**config.mk**
```make
export PLATFORM = sky130hd
export DESIGN_NAME = burst_master_flat
export DESIGN_NICKNAME = d
export VERILOG_FILES = /design/src/rtl/burst_master_if.sv /design/src/rtl/burst_master.sv /design/src/flat_wrapper.sv
export SDC_FILE = /design/constraint.sdc
export NUM_CORES = 1
export LEC_CHECK = 0
export ABC_AREA = 1
export CORE_ASPECT_RATIO = 1.75
export CORE_MARGIN = 2
export CORE_UTILIZATION = 50
export CTS_BUF_LIST = sky130_fd_sc_hd__clkbuf_4 sky130_fd_sc_hd__clkbuf_8
export DETAILED_ROUTE_END_ITERATION = 10
export GPL_TIMING_DRIVEN = 0
export PLACE_DENSITY_LB_ADDON = 0.08
export SETUP_SLACK_MARGIN = 0.02
export SYNTH_ARGS = -nofsm -noshare
export SYNTH_HDL_FRONTEND = slang
export SYNTH_SLANG_ARGS = --single-unit
```
**constraint.sdc**
```tcl
create_clock -name I_BM_HCLK -period 3.6 [get_ports I_BM_HCLK]
set_input_delay 1.08 -clock I_BM_HCLK [delete_from_list [all_inputs] [get_ports I_BM_HCLK]]
set_output_delay 1.08 -clock I_BM_HCLK [all_outputs]
set_load 0.05 [all_outputs]
```
**src/rtl/burst_master_if.sv**
```systemverilog
// Command, AHB master and data-side signals of the burst master.
interface burst_master_if;
  logic        I_BM_CMD_VALID;
  logic        O_BM_CMD_READY;
  logic [31:0] I_BM_ADDR;
  logic [4:0]  I_BM_COUNT;
  logic [2:0]  I_BM_SIZE;
  logic        I_BM_WRITE;
  logic [31:0] O_BM_HADDR;
  logic [1:0]  O_BM_HTRANS;
  logic        O_BM_HWRITE;
  logic [2:0]  O_BM_HSIZE;
  logic [2:0]  O_BM_HBURST;
  logic [31:0] O_BM_HWDATA;
  logic [31:0] I_BM_HRDATA;
  logic        I_BM_HREADY;
  logic        I_BM_HRESP;
  logic [31:0] I_BM_WDATA;
  logic        O_BM_WPOP;
  logic [31:0] O_BM_RDATA;
  logic        O_BM_RVALID;
  logic        O_BM_DONE;
  logic        O_BM_ERR;

  // Burst master side
  modport master (
    input  I_BM_CMD_VALID, I_BM_ADDR, I_BM_COUNT, I_BM_SIZE, I_BM_WRITE,
           I_BM_HRDATA, I_BM_HREADY, I_BM_HRESP, I_BM_WDATA,
    output O_BM_CMD_READY, O_BM_HADDR, O_BM_HTRANS, O_BM_HWRITE, O_BM_HSIZE,
           O_BM_HBURST, O_BM_HWDATA, O_BM_WPOP, O_BM_RDATA, O_BM_RVALID,
           O_BM_DONE, O_BM_ERR
  );

  // Command source / AHB slave side
  modport slave (
    output I_BM_CMD_VALID, I_BM_ADDR, I_BM_COUNT, I_BM_SIZE, I_BM_WRITE,
           I_BM_HRDATA, I_BM_HREADY, I_BM_HRESP, I_BM_WDATA,
    input  O_BM_CMD_READY, O_BM_HADDR, O_BM_HTRANS, O_BM_HWRITE, O_BM_HSIZE,
           O_BM_HBURST, O_BM_HWDATA, O_BM_WPOP, O_BM_RDATA, O_BM_RVALID,
           O_BM_DONE, O_BM_ERR
  );
endinterface

```
**src/rtl/burst_master.sv**
```systemverilog
// AHB-lite INCR burst master: one command becomes COUNT pipelined beats.
module burst_master (
  input  logic           I_BM_HCLK,
  input  logic           I_BM_HRESET_N,
  burst_master_if.master bm
);
  localparam int unsigned ADDR_W = 32;
  localparam int unsigned DATA_W = 32;
  localparam int unsigned CNT_W  = 5;

  localparam logic [1:0] HTRANS_IDLE   = 2'b00;
  localparam logic [1:0] HTRANS_NONSEQ = 2'b10;
  localparam logic [1:0] HTRANS_SEQ    = 2'b11;
  localparam logic [2:0] HBURST_INCR   = 3'b001;
  localparam logic [2:0] HSIZE_WORD    = 3'b010;

  typedef enum logic [2:0] {ST_IDLE, ST_ADDR, ST_DATA, ST_LAST, ST_ERR} state_t;

  state_t              state_q, state_d;
  logic [ADDR_W-1:0]   haddr_q, haddr_d, next_addr;
  logic [1:0]          htrans_q, htrans_d;
  logic                hwrite_q, hwrite_d;
  logic [2:0]          hsize_q, hsize_d;
  logic [DATA_W-1:0]   hwdata_q, hwdata_d;
  logic [DATA_W-1:0]   rdata_q, rdata_d;
  logic [CNT_W-1:0]    beats_q, beats_d;
  logic                rvalid_q, rvalid_d;
  logic                done_q, done_d;
  logic                err_q, err_d;
  logic                cmd_ready_q, cmd_ready_d;
  logic                cmd_bad, err_start, wpop_c;

  assign cmd_bad   = (bm.I_BM_COUNT == '0) || (bm.I_BM_SIZE > 3'd2);
  assign next_addr = haddr_q + (ADDR_W'(1) << hsize_q);

  // Next-state, bus and pulse logic; beats_q counts address phases still to issue
  always_comb begin
    state_d  = state_q;
    haddr_d  = haddr_q;
    htrans_d = htrans_q;
    hwrite_d = hwrite_q;
    hsize_d  = hsize_q;
    hwdata_d = hwdata_q;
    rdata_d  = rdata_q;
    beats_d  = beats_q;
    rvalid_d = 1'b0;
    done_d   = 1'b0;
    err_d    = 1'b0;
    wpop_c   = 1'b0;
    err_start = bm.I_BM_HRESP && !bm.I_BM_HREADY &&
                ((state_q == ST_DATA) || (state_q == ST_LAST));
    unique case (state_q)
      ST_IDLE: begin
        if (bm.I_BM_CMD_VALID && cmd_ready_q) begin
          if (cmd_bad) begin
            err_d = 1'b1;
          end else begin
            haddr_d  = bm.I_BM_ADDR;
            htrans_d = HTRANS_NONSEQ;
            hsize_d  = bm.I_BM_SIZE;
            hwrite_d = bm.I_BM_WRITE;
            beats_d  = CNT_W'(bm.I_BM_COUNT - CNT_W'(1));
            state_d  = ST_ADDR;
          end
        end
      end
      ST_ADDR, ST_DATA: begin
        if (err_start) begin
          htrans_d = HTRANS_IDLE;
          err_d    = 1'b1;
          state_d  = ST_ERR;
        end else if (bm.I_BM_HREADY) begin
          if ((state_q == ST_DATA) && !hwrite_q && !bm.I_BM_HRESP) begin
            rvalid_d = 1'b1;
            rdata_d  = bm.I_BM_HRDATA;
          end
          if (hwrite_q) begin
            wpop_c   = 1'b1;
            hwdata_d = bm.I_BM_WDATA;
          end
          if (beats_q == '0) begin
            htrans_d = HTRANS_IDLE;
            state_d  = ST_LAST;
          end else begin
            haddr_d  = next_addr;
            // A beat landing on a 1 KB boundary must restart as NONSEQ
            htrans_d = (next_addr[9:0] == '0) ? HTRANS_NONSEQ : HTRANS_SEQ;
            beats_d  = CNT_W'(beats_q - CNT_W'(1));
            state_d  = ST_DATA;
          end
        end
      end
      ST_LAST: begin
        if (err_start) begin
          err_d   = 1'b1;
          state_d = ST_ERR;
        end else if (bm.I_BM_HREADY) begin
          if (!hwrite_q && !bm.I_BM_HRESP) begin
            rvalid_d = 1'b1;
            rdata_d  = bm.I_BM_HRDATA;
          end
          done_d  = 1'b1;
          state_d = ST_IDLE;
        end
      end
      ST_ERR: begin
        if (bm.I_BM_HREADY) state_d = ST_IDLE;
      end
      default: state_d = ST_IDLE;
    endcase
    // Ready is withheld during the DONE cycle so back-to-back bursts are two cycles apart
    cmd_ready_d = (state_d == ST_IDLE) && !done_d;
  end

  // State and registered outputs with synchronous reset
  always_ff @(posedge I_BM_HCLK) begin
    if (!I_BM_HRESET_N) begin
      state_q     <= ST_IDLE;
      haddr_q     <= '0;
      htrans_q    <= HTRANS_IDLE;
      hwrite_q    <= 1'b0;
      hsize_q     <= HSIZE_WORD;
      hwdata_q    <= '0;
      rdata_q     <= '0;
      beats_q     <= '0;
      rvalid_q    <= 1'b0;
      done_q      <= 1'b0;
      err_q       <= 1'b0;
      cmd_ready_q <= 1'b1;
    end else begin
      state_q     <= state_d;
      haddr_q     <= haddr_d;
      htrans_q    <= htrans_d;
      hwrite_q    <= hwrite_d;
      hsize_q     <= hsize_d;
      hwdata_q    <= hwdata_d;
      rdata_q     <= rdata_d;
      beats_q     <= beats_d;
      rvalid_q    <= rvalid_d;
      done_q      <= done_d;
      err_q       <= err_d;
      cmd_ready_q <= cmd_ready_d;
    end
  end

  assign bm.O_BM_CMD_READY = cmd_ready_q;
  assign bm.O_BM_HADDR     = haddr_q;
  assign bm.O_BM_HTRANS    = htrans_q;
  assign bm.O_BM_HWRITE    = hwrite_q;
  assign bm.O_BM_HSIZE     = hsize_q;
  assign bm.O_BM_HBURST    = HBURST_INCR;
  assign bm.O_BM_HWDATA    = hwdata_q;
  // Pop must coincide with the completing write address phase, so it is combinational
  assign bm.O_BM_WPOP      = wpop_c;
  assign bm.O_BM_RDATA     = rdata_q;
  assign bm.O_BM_RVALID    = rvalid_q;
  assign bm.O_BM_DONE      = done_q;
  assign bm.O_BM_ERR       = err_q;
endmodule
```
**src/flat_wrapper.sv**
```systemverilog
// flat-port wrapper written by rule: the top's interface ports become plain ports
module burst_master_flat 
  (I_BM_HCLK, I_BM_HRESET_N, bm_I_BM_CMD_VALID, bm_I_BM_ADDR, bm_I_BM_COUNT, bm_I_BM_SIZE, bm_I_BM_WRITE, bm_I_BM_HRDATA, bm_I_BM_HREADY, bm_I_BM_HRESP, bm_I_BM_WDATA, bm_O_BM_CMD_READY, bm_O_BM_HADDR, bm_O_BM_HTRANS, bm_O_BM_HWRITE, bm_O_BM_HSIZE, bm_O_BM_HBURST, bm_O_BM_HWDATA, bm_O_BM_WPOP, bm_O_BM_RDATA, bm_O_BM_RVALID, bm_O_BM_DONE, bm_O_BM_ERR);
  burst_master_if bm_i ();
  input  logic I_BM_HCLK;
  input  logic I_BM_HRESET_N;
  input wire logic [$bits(bm_i.I_BM_CMD_VALID)-1:0] bm_I_BM_CMD_VALID;
  input wire logic [$bits(bm_i.I_BM_ADDR)-1:0] bm_I_BM_ADDR;
  input wire logic [$bits(bm_i.I_BM_COUNT)-1:0] bm_I_BM_COUNT;
  input wire logic [$bits(bm_i.I_BM_SIZE)-1:0] bm_I_BM_SIZE;
  input wire logic [$bits(bm_i.I_BM_WRITE)-1:0] bm_I_BM_WRITE;
  input wire logic [$bits(bm_i.I_BM_HRDATA)-1:0] bm_I_BM_HRDATA;
  input wire logic [$bits(bm_i.I_BM_HREADY)-1:0] bm_I_BM_HREADY;
  input wire logic [$bits(bm_i.I_BM_HRESP)-1:0] bm_I_BM_HRESP;
  input wire logic [$bits(bm_i.I_BM_WDATA)-1:0] bm_I_BM_WDATA;
  output wire logic [$bits(bm_i.O_BM_CMD_READY)-1:0] bm_O_BM_CMD_READY;
  output wire logic [$bits(bm_i.O_BM_HADDR)-1:0] bm_O_BM_HADDR;
  output wire logic [$bits(bm_i.O_BM_HTRANS)-1:0] bm_O_BM_HTRANS;
  output wire logic [$bits(bm_i.O_BM_HWRITE)-1:0] bm_O_BM_HWRITE;
  output wire logic [$bits(bm_i.O_BM_HSIZE)-1:0] bm_O_BM_HSIZE;
  output wire logic [$bits(bm_i.O_BM_HBURST)-1:0] bm_O_BM_HBURST;
  output wire logic [$bits(bm_i.O_BM_HWDATA)-1:0] bm_O_BM_HWDATA;
  output wire logic [$bits(bm_i.O_BM_WPOP)-1:0] bm_O_BM_WPOP;
  output wire logic [$bits(bm_i.O_BM_RDATA)-1:0] bm_O_BM_RDATA;
  output wire logic [$bits(bm_i.O_BM_RVALID)-1:0] bm_O_BM_RVALID;
  output wire logic [$bits(bm_i.O_BM_DONE)-1:0] bm_O_BM_DONE;
  output wire logic [$bits(bm_i.O_BM_ERR)-1:0] bm_O_BM_ERR;
  assign bm_i.I_BM_CMD_VALID = bm_I_BM_CMD_VALID;
  assign bm_i.I_BM_ADDR = bm_I_BM_ADDR;
  assign bm_i.I_BM_COUNT = bm_I_BM_COUNT;
  assign bm_i.I_BM_SIZE = bm_I_BM_SIZE;
  assign bm_i.I_BM_WRITE = bm_I_BM_WRITE;
  assign bm_i.I_BM_HRDATA = bm_I_BM_HRDATA;
  assign bm_i.I_BM_HREADY = bm_I_BM_HREADY;
  assign bm_i.I_BM_HRESP = bm_I_BM_HRESP;
  assign bm_i.I_BM_WDATA = bm_I_BM_WDATA;
  assign bm_O_BM_CMD_READY = bm_i.O_BM_CMD_READY;
  assign bm_O_BM_HADDR = bm_i.O_BM_HADDR;
  assign bm_O_BM_HTRANS = bm_i.O_BM_HTRANS;
  assign bm_O_BM_HWRITE = bm_i.O_BM_HWRITE;
  assign bm_O_BM_HSIZE = bm_i.O_BM_HSIZE;
  assign bm_O_BM_HBURST = bm_i.O_BM_HBURST;
  assign bm_O_BM_HWDATA = bm_i.O_BM_HWDATA;
  assign bm_O_BM_WPOP = bm_i.O_BM_WPOP;
  assign bm_O_BM_RDATA = bm_i.O_BM_RDATA;
  assign bm_O_BM_RVALID = bm_i.O_BM_RVALID;
  assign bm_O_BM_DONE = bm_i.O_BM_DONE;
  assign bm_O_BM_ERR = bm_i.O_BM_ERR;
  burst_master u_core (.I_BM_HCLK(I_BM_HCLK), .I_BM_HRESET_N(I_BM_HRESET_N), .bm(bm_i));
endmodule
```
==> impl_metrics.yaml <==
outcome:
  status: "completed"
clock_tree:
  cts_tree: "yes"
  worstSkewPairLatency_ns: 0.45
  cts.sinks: 114
  clockBufferDepth: 2
  ctsHoldBuffers: 0
  clkTransAtPathRegs_ns: 0.07
  cts_buffers: 17
  htreeDepth: 4
  clock-root-buffer: "clkbuf_8"
placed_design:
  port_buffers: 216
  gp_congestion: 1.07
  hpwlAfterDp_um: 16500
  dp_cells: 1277
  post-place-ws_ns: -0.576
  dpl_cell_area_sq_um: 8280
cells_and_area:
  syn2layout_area_growth_pct: 47.0
  n_fill_cell: 973
  fin_cells: 1307
  diodes: 0
  layout.nets: 1281
  fin_area_sq_um: 8750
  multi_input_area_sq_um: 3140
  utilization_pct: 75.5
  drive_gt1_share_pct: 6.06
  seq_area_sq_um: 2280
logic_synthesis:
  synthFlopType: "dfxtp_1"
  async_flop_share_pct: 0
  ys_warn_count: 0
  synthTopCellsByArea: "dfxtp_1 38%, nor2_1 13%, nand2_1 12%"
  syn_area_sq_um: 5950
  syn_inst: 925
  synth.yosys.seq_area_share_pct: 38.4
  synthDistinctLibCells: 37
  synth_seq_cells: 114
  synth_top_area_share_pct: 38.4
  syn_area_per_cell_sq_um: 6.43
  synth_edf_count: 0
  yosysTopAreaCell: "dfxtp_1"
setup_path:
  cp-start-kind: "input pin"
  critPathKind: "in2out"
  crit_chain: "clkdlybuf4s50_1, nand2_1, nor2_4, buf_2, clkbuf_4"
  cp.required_ns: 2.52
  slowest_stage: "clkdlybuf4s50_1"
  crit_arrival_ns: 2.44
  crit_family: "buffers and inverters"
  cp_num_buf_inv: 3
  path_max_fanout: 10
  cp-end-kind: "primary output"
  cp_slowest_stage_delay_ns: 0.49
floorplan:
  dieHeight_um: 148
  fp.dieArea_sq_um: 12800
  row_count: 52
  die_width_um: 86.5
  ios: 220
  coreArea_sq_um: 11600
  start_util_pct: 51.4
sta:
  max_slew.worst_pin.slew_ns: 0.624
  maxSlewHeadroom_pct: 58.4
  slew_viol_final: 0
  rsz0062_at_grt: "false"
  period_needed_ns: 3.52
  final_hold_viol_count: 0
  worst_slack_ns: 0.0772
  fin_setup_tns_ns: 0
  setup_violations: 0
  skew_ns: 0.0128
  min_period_over_period_pct: 97.9
  max_freq_mhz: 284
run:
  cap_violations: 0
route:
  vias_per_cell: 5.38
  wire_per_inst_um: 16.4
  drt_iter0_drc: 376
  drt_drc_violations_left: 0
  num_vias: 7029
  firstDrtPassIters: 5
  postRouteAntennaNets: 0
  wirelength_um: 21400
grt:
  grt_pass1_vias: 6785
  grt_max_degree: 17
  grtUsageTotal_pct: 33.3
  grt_pass1_wl_um: 33100
  grt_overflow_total: 0
  antenna_found_initial: 0
power:
  ir_drop_uv: 325
  leakage_nw: 3.67
  cellPowerDensity_nw_per_um2: 490
min_path:
  hp-class: "reg2reg"
[placed cells by master (no fill, tap or decap), types with 4 or more instances in the layout]
cell	n
nor2_1	205
a21oi_1	53
buf_6	5
o21ai_1	9
inv_1	79
nand2_1	188
bufinv_16	5
nand3_1	67
nor3_1	15
clkdlybuf4s50_1	215
clkbuf_1	23
a31oi_1	5
nand3b_1	4
buf_4	4
dfxtp_1	114
nand4_1	9
or2_2	5
clkbuf_8	20
o21ai_0	91
ha_1	9
buf_2	10
[metrics by stage]
step	power (mW)	hold WS (ns)
after floorplan	2.36	0.450
after global placement	2.84	0.460
after detailed placement	2.86	0.470
after CTS	4.27	0.481
after global routing	4.45	0.502
final	4.29	0.481
[logic make-up (layout without fill, tap and decap cells)]
| logic type | after synthesis | in the layout | synth area share, % |
|---|---|---|---|
| buf+inv | 125 | 371 | 9.04 |
| fa+ha+maj | 10 | 10 | 2.23 |
| other cells | 2 | 3 | 0.126 |
| simple gates | 506 | 506 | 35.5 |
| xor+xnor | 4 | 4 | 0.589 |
| compound gates | 164 | 164 | 14.2 |
| flops | 114 | 114 | 38.4 |
[report_power, final]
part           internal (mW)  switching, mW  total (mW)
clock                  0.880          0.554        1.43
combinational          0.496          0.859        1.35
sequential              1.37          0.124        1.50
total                   2.75           1.54        4.29
[metal layers]
layer / share of wire (%) / wire (um) / vias up / track usage (%)
met1: 32 / 6950 / 3192 / 29.7
li1: - / - / 3439 / -
met4: 6.4 / 1360 / 0 / 21.0
met3: 7.9 / 1690 / 92 / 10.9
met5: 0 / 0 / - / 0
met2: 53 / 11400 / 306 / 62.0
[layout make-up]
type | instances | share of cell area, %
timing repair buffer | 216 | 24.7
clock inverter | 9 | 2.05
multi-input combinational | 687 | 35.9
clock buffer | 21 | 3.23
inverter | 83 | 3.60
tap | 135 | 1.93
sequential | 114 | 26.1
buffer | 42 | 2.55
[worst reg2reg max path, cell delays in order, from the launching register on]
cell and delay (ns):
dfxtp_1 0.44, inv_1 0.14, nor3_1 0.37, fa_1 0.34, nand3_1 0.11, nand3_1 0.13, nand2_1 0.11, a21oi_1 0.51
nand2_1 0.11, nand2_1 0.08, nand3_1 0.06, nand2_1 0.08, a21oi_1 0.06
[state kept, by name, indices dropped and copies added (netlist names), 2 cells and up]
signal,count
u_core.beats_q,5
u_core.bm.O_BM_HADDR,32
u_core.bm.O_BM_HSIZE,3
u_core.bm.O_BM_HTRANS,2
u_core.bm.O_BM_HWDATA,32
u_core.bm.O_BM_RDATA,32
u_core.state_q,3
[Yosys cell counts, types with 2 or more instances]
master / count
nand2_1: 188
inv_2: 2
o21ai_0: 91
nor2_1: 205
o211ai_1: 2
buf_4: 4
buf_6: 5
a31oi_1: 5
a21oi_1: 53
inv_1: 79
clkbuf_1: 23
nand4_1: 9
nand3b_1: 4
xor2_1: 3
nor2_2: 4
buf_2: 10
nand3_1: 67
nand3_2: 2
nor3_1: 15
o21ai_1: 9
nand2_2: 3
conb_1: 2
or2_2: 5
ha_1: 9
dfxtp_1: 114
[final timing paths]
kind	from	endpoint	slack [ns]	cells past startpoint
setup / recovery	bm_I_BM_HREADY	bm_O_BM_WPOP	0.08	5
hold / removal	u_core.bm.O_BM_HTRANS[1]$_SDFFE_PN0P_	u_core.bm.O_BM_HTRANS[1]$_SDFFE_PN0P_	0.48	2
hold reg to reg	u_core.bm.O_BM_HTRANS[1]$_SDFFE_PN0P_	u_core.bm.O_BM_HTRANS[1]$_SDFFE_PN0P_	0.48	2
setup reg to reg	u_core.bm.O_BM_HSIZE[0]$_SDFFE_PN0P_	u_core.bm.O_BM_HADDR[28]$_SDFFE_PN0P_	0.94	12
[timing repair]
action | in CTS | in global routing
resized for setup | 6 | 1
endpoints found under the hold margin | 0 | 0
endpoints found under the setup margin | 1 | 1
setup buffers | 0 | 0
(Power assumes the default switching activity.)
